## src/rtl/seg_display_mux.sv

```systemverilog
// Time-multiplexed hex display driver for common-anode 7-segment digits.
// Scans digits from the leftmost (NUM_DIGITS-1) down to 0, one DIGIT_CYCLES slot each.
// The display value is double-buffered: load writes a shadow copy, and the shadow is
// promoted to the active copy only on the frame boundary, so a frame never tears.
// Segment and anode outputs are registered together, so they switch on the same edge.

module seg_display_mux #(
    parameter int unsigned NUM_DIGITS   = 4,
    parameter int unsigned DIGIT_CYCLES = 2500
) (
    input  logic                      clk,
    input  logic                      rst_n,
    input  logic [4*NUM_DIGITS-1:0]   data_in,
    input  logic [NUM_DIGITS-1:0]     dp_in,
    input  logic                      load,
    input  logic                      blank_lz,
    input  logic [3:0]                brightness,
    output logic [7:0]                seg,
    output logic [NUM_DIGITS-1:0]     an,
    output logic                      frame_done
);

    // ------------------------------------------------------------------
    // Derived constants
    // ------------------------------------------------------------------
    localparam int unsigned TickW      = $clog2(DIGIT_CYCLES);
    localparam int unsigned DigW       = $clog2(NUM_DIGITS);
    localparam int unsigned ThrW       = TickW + 1;
    // One brightness step is 1/16 of a digit slot.
    localparam int unsigned StepCycles = DIGIT_CYCLES / 16;

    localparam logic [TickW-1:0] TickLast = TickW'(DIGIT_CYCLES - 1);
    localparam logic [DigW-1:0]  DigLast  = DigW'(NUM_DIGITS - 1);

    // ------------------------------------------------------------------
    // State
    // ------------------------------------------------------------------
    logic [TickW-1:0]          tick_q, tick_d;
    logic [DigW-1:0]           k_q, k_d;

    logic [4*NUM_DIGITS-1:0]   shadow_data_q, shadow_data_d;
    logic [NUM_DIGITS-1:0]     shadow_dp_q, shadow_dp_d;
    logic [4*NUM_DIGITS-1:0]   active_data_q, active_data_d;
    logic [NUM_DIGITS-1:0]     active_dp_q, active_dp_d;

    logic [7:0]                seg_q, seg_d;
    logic [NUM_DIGITS-1:0]     an_q, an_d;
    logic                      frame_done_q, frame_done_d;

    // Scan control
    logic                      tick_last;
    logic                      digit_last;
    logic                      frame_end;

    // Per-slot decode helpers
    logic [NUM_DIGITS-1:0]     zero_run;
    logic [NUM_DIGITS-1:0]     blank_mask;
    logic [3:0]                cur_nib;
    logic                      cur_dp;
    logic                      cur_blank;
    logic [ThrW-1:0]           pwm_thresh;
    logic                      pwm_on;

    // ------------------------------------------------------------------
    // Hex to abcdefg, active-low (0 = segment lit)
    // ------------------------------------------------------------------
    function automatic logic [6:0] hex_to_seg(input logic [3:0] v);
        logic [6:0] s;
        unique case (v)
            4'h0: s = 7'b0000001;
            4'h1: s = 7'b1001111;
            4'h2: s = 7'b0010010;
            4'h3: s = 7'b0000110;
            4'h4: s = 7'b1001100;
            4'h5: s = 7'b0100100;
            4'h6: s = 7'b0100000;
            4'h7: s = 7'b0001111;
            4'h8: s = 7'b0000000;
            4'h9: s = 7'b0000100;
            4'hA: s = 7'b0001000;
            4'hB: s = 7'b1100000;
            4'hC: s = 7'b0110001;
            4'hD: s = 7'b1000010;
            4'hE: s = 7'b0110000;
            4'hF: s = 7'b0111000;
        endcase
        return s;
    endfunction

    // ------------------------------------------------------------------
    // Scan counters: tick within a slot, k steps down, frame ends after digit 0
    // ------------------------------------------------------------------
    always_comb begin
        tick_last  = (tick_q == TickLast);
        digit_last = (k_q == '0);
        frame_end  = tick_last && digit_last;

        tick_d = tick_q + 1'b1;
        k_d    = k_q;
        if (tick_last) begin
            tick_d = '0;
            k_d    = digit_last ? DigLast : (k_q - 1'b1);
        end
    end

    // Next-state for the double buffer and the reload pulse
    always_comb begin
        shadow_data_d = shadow_data_q;
        shadow_dp_d   = shadow_dp_q;
        active_data_d = active_data_q;
        active_dp_d   = active_dp_q;

        if (load) begin
            shadow_data_d = data_in;
            shadow_dp_d   = dp_in;
        end
        // Promotion reads the pre-edge shadow, so a load on the boundary edge
        // is deferred to the following frame.
        if (frame_end) begin
            active_data_d = shadow_data_q;
            active_dp_d   = shadow_dp_q;
        end

        frame_done_d = frame_end;
    end

    // Leading-zero detection: zero_run[j] means digit j and every digit above it are 0
    always_comb begin
        zero_run = '0;
        zero_run[NUM_DIGITS-1] = (active_data_q[4*NUM_DIGITS-1 -: 4] == 4'h0);
        for (int j = int'(NUM_DIGITS) - 2; j >= 0; j--) begin
            zero_run[j] = zero_run[j+1] && (active_data_q[4*j +: 4] == 4'h0);
        end

        blank_mask    = blank_lz ? zero_run : '0;
        // The units digit always shows, so an all-zero value reads as "0".
        blank_mask[0] = 1'b0;
    end

    // Select the nibble, decimal point and blanking flag for the digit being scanned
    always_comb begin
        cur_nib   = 4'h0;
        cur_dp    = 1'b0;
        cur_blank = 1'b0;
        for (int j = 0; j < int'(NUM_DIGITS); j++) begin
            if (k_q == DigW'(j)) begin
                cur_nib   = active_data_q[4*j +: 4];
                cur_dp    = active_dp_q[j];
                cur_blank = blank_mask[j];
            end
        end
    end

    // PWM gate: anode enabled for the first (brightness+1)/16 of the slot
    always_comb begin
        pwm_thresh = ThrW'((32'(brightness) + 32'd1) * StepCycles);
        pwm_on     = ({1'b0, tick_q} < pwm_thresh);
    end

    // Output next-state: segment pattern and one-hot-low anode for the current slot
    always_comb begin
        seg_d[7:1] = cur_blank ? 7'b1111111 : hex_to_seg(cur_nib);
        seg_d[0]   = ~cur_dp;

        an_d = '1;
        for (int j = 0; j < int'(NUM_DIGITS); j++) begin
            if (pwm_on && (k_q == DigW'(j))) begin
                an_d[j] = 1'b0;
            end
        end
    end

    // ------------------------------------------------------------------
    // Registers
    // ------------------------------------------------------------------

    // Scan position; reset restarts at the leftmost digit
    always_ff @(posedge clk or negedge rst_n) begin
        if (!rst_n) begin
            tick_q <= '0;
            k_q    <= DigLast;
        end else begin
            tick_q <= tick_d;
            k_q    <= k_d;
        end
    end

    // Shadow and active display buffers
    always_ff @(posedge clk or negedge rst_n) begin
        if (!rst_n) begin
            shadow_data_q <= '0;
            shadow_dp_q   <= '0;
            active_data_q <= '0;
            active_dp_q   <= '0;
        end else begin
            shadow_data_q <= shadow_data_d;
            shadow_dp_q   <= shadow_dp_d;
            active_data_q <= active_data_d;
            active_dp_q   <= active_dp_d;
        end
    end

    // Registered pin drivers; reset forces the display dark immediately
    always_ff @(posedge clk or negedge rst_n) begin
        if (!rst_n) begin
            seg_q        <= 8'hFF;
            an_q         <= '1;
            frame_done_q <= 1'b0;
        end else begin
            seg_q        <= seg_d;
            an_q         <= an_d;
            frame_done_q <= frame_done_d;
        end
    end

    assign seg        = seg_q;
    assign an         = an_q;
    assign frame_done = frame_done_q;

endmodule

```

## config.mk

```make
export PLATFORM = sky130hd
export DESIGN_NAME = seg_display_mux
export DESIGN_NICKNAME = d
export VERILOG_FILES = /design/src/rtl/seg_display_mux.sv
export SDC_FILE = /design/constraint.sdc
export NUM_CORES = 1
export LEC_CHECK = 0
export ABC_AREA = 0
export CAP_MARGIN = 20
export CORE_AREA = 2 2 102 104
export DETAILED_ROUTE_END_ITERATION = 16
export DIE_AREA = 0 0 104 106
export GPL_ROUTABILITY_DRIVEN = 1
export SKIP_CTS_REPAIR_TIMING = 1
export SYNTH_ARGS = -nofsm -noshare
export SYNTH_HDL_FRONTEND = slang
export SYNTH_SLANG_ARGS = --single-unit
export TNS_END_PERCENT = 30
```

## constraint.sdc

```tcl
create_clock -name clk -period 2.5 [get_ports clk]
set_input_delay 0.25 -clock clk [delete_from_list [all_inputs] [get_ports clk]]
set_output_delay 0.25 -clock clk [all_outputs]
set_load 0.05 [all_outputs]
```

==> reports/metrics.cfg <==
[logic_synthesis]
synth-compound-area-share_pct=10.9
synth.area.top_cells=dfrtp_1 (34%), ha_1 (14%), dfstp_2 (9.5%)
yosysWarnings=0
synth_top_family_by_area=adder cells
synth_nets=394
synthDistinctLibCells=53
synth_top_area_cell=dfrtp_1
ys_seq_elements=67
synth_ff_type=dfrtp_1
synthXorXnorAreaFrac_pct=4.06
syn_inst=320
syn_area_um2=3890
synth_top_area_share_pct=34.1
synth-simple-area-share_pct=9.37
async_reset_ff_share_pct=100
yosys-mux-area-fraction_pct=12.7
avgSynthCellArea_um2=12.1
ys_seq_area_share_pct=43.6
synth-edff-count=0
synth_fa_ha_area_share_pct=15.6

[worst_setup_path]
timing.rr.start=k_q[0]
cp_top_family=adder cells
ff2ff_path_depth=9
crit_chain=clkbuf_2, buf_6, nand3_4, xnor2_4, inv_2, fa_1, ha_4, inv_1, fa_2, inv_2, ha_4, inv_2, xnor2_2, ha_1, a21o_1, a211o_1, a221oi_4, o21ai_2
worstSetupPathType=primary input to flop
required_ns=2.75
crit_buf_inv=6
worstPathMaxFanout=4
crit_top_cell=inv_2
ff2ff_setup_slack_ns=0.12
end_kind=flop
cp_slowest_cell=fa_1
cp.arrival_ns=3.88
regToRegEndpoint=seg[3]
cp_slowest_stage_delay_ns=0.58
critPathLaunchType=primary input

[die]
die_w_um=104
dieArea_um2=11000
num_rows=37
fp.dieH_um=106
core-area_um2=10000
start_util_pct=38.9
io_pins=41

[global_route]
grt_pass1_wl_um=12100
grt_remaining_overflow=0
antenna_found_initial=0
grt_pass1_vias=2608
grt_start_max_net_pins=48
grt_usage_pct=13.6

[sta]
layout_setup_ws_ns=-1.13
worstMarginPinSlew_ns=0.512
fin_skew_ns=0.0119
drv_slew=0
rsz0062_at_grt=true
setup_viol=4
finalHoldViolations=0
fin_crit_sh_pct=145
slew_headroom_pct=65.8
finalSetupTns_ns=-4.41
period_needed_ns=3.63
max_freq_mhz=276

[run]
drv_cap=0

[route]
num_vias=2611
ant_nets=0
drt_iter0_drc=93
vias_per_cell=4.87
routed_wl_um=7200
routedWlPerCell_um=13.4
firstDrtPassIters=4
drc_errors=0

[layout]
design_area_um2=5060
fillers=921
num-nets-final=469
final_common_cell=dfrtp_1
multi_input_area_um2=2250
drive_gt1_share_pct=35.3
final_cell_mix=dfrtp_1 (53), ha_1 (35), clkdlybuf4s50_1 (35)
area_growth_pct=30.3
insertedDiodeCount=0
seq_area_um2=1690

[pwr]
power.leakage_nw=2.34
finalPower_mw=2.83
power_density_nw_per_um2=560
ir_worst_vdd_uv=307

[placed_design]
dpl.hpwl_um=5570
portBuffers=40
dpl_cell_area_um2=4730
place.gp.congestion=0.805

[clock_network]
clock_latency_ns=0.34
cts_sinks=67
path_clk_slew_ns=0.07
cts_buffers=9
cts.path.max_buffers=2
htreeDepth=3
cts_tree=yes
root_buffer=clkbuf_8

[worst_hold_path]
holdCritPathClass=primary input to asynchronous set/reset pin

[run_status]
status=complete, but fails checks
violations=setup timing

[cell type report]
class	count	share of cell area, %
clock buffer	9	2.45
sequential	67	33.5
clock inverter	7	1.93
multi-input combinational	224	44.5
tap	136	3.36
timing repair buffer	73	12.8
inverter	20	1.48
[synth_stat cells (all sizes together), types with 4 or more instances]
master  instances
ha             42
and3            4
nor2b           5
inv            20
a211oi          6
xor2            6
a21o            5
nand3          11
xnor2          12
nor2           17
dfrtp          53
dfstp          14
a21oi          10
mux2           38
o21ai          11
nand2          11
buf             7
fa              4
[through the flow]
stage	utilization, %	instances	hold slack [ns]	setup WS [ns]
floorplan	-	320	-0.0456	-1.10
global placement	47.3	514	0.253	-1.86
detailed placement	47.3	514	0.255	-1.98
CTS	49.5	530	-0.108	-1.62
global route	50.6	536	0.446	-1.34
finish	50.6	536	0.421	-1.13
[registers in the layout (all words and copies together), names as in the netlist]
register and count:
active_data_q 16, active_dp_q 4, an 4, frame_done 1, k_q 2, seg 8
shadow_data_q 16, shadow_dp_q 4, tick_q 12
[cell families (layout without fill, tap and decap cells)]
family / Yosys count / after routing
and+or+nand+nor: 65 / 65
buffers and inverters: 29 / 109
AOI/OAI and AO/OA: 54 / 54
xor gates and xnor gates: 18 / 18
adders and majority gates: 46 / 46
muxes: 41 / 41
DFF: 67 / 67
[layer usage]
metal  vias up  wire, µm  GRT usage [%]
li1       1293         -              -
met1      1271      3450           17.7
met2        45      3510           22.9
met3         2       231           2.08
met4         0         9           5.02
met5         -         0              0
[power breakdown]
group	switching, mW	internal, mW	leakage, nW
registers	0.0177	1.12	0.826
logic	0.320	0.383	1.41
clock network	0.427	0.566	0.106
total	0.765	2.07	2.34
[worst register-to-register path: stages (launching register included)]
cell	delay [ns]
dfstp_2	0.56
inv_1	0.08
ha_1	0.22
nor2b_4	0.14
a221o_1	0.34
a22oi_2	0.27
inv_1	0.14
buf_4	0.16
ha_1	0.18
o221ai_1	0.23
[how the worst max path moves through the flow]
| stage | startpoint | depth (start not counted) | endpoint |
|---|---|---|---|
| after floorplan | brightness[1] | 16 | an[0] |
| after global placement | brightness[2] | 18 | an[1] |
| after detailed placement | brightness[0] | 18 | an[0] |
| after CTS | brightness[0] | 16 | an[0] |
| after global routing | brightness[2] | 18 | an[1] |
| final | brightness[2] | 18 | an[1] |
Power figures use the tool's default switching activity.
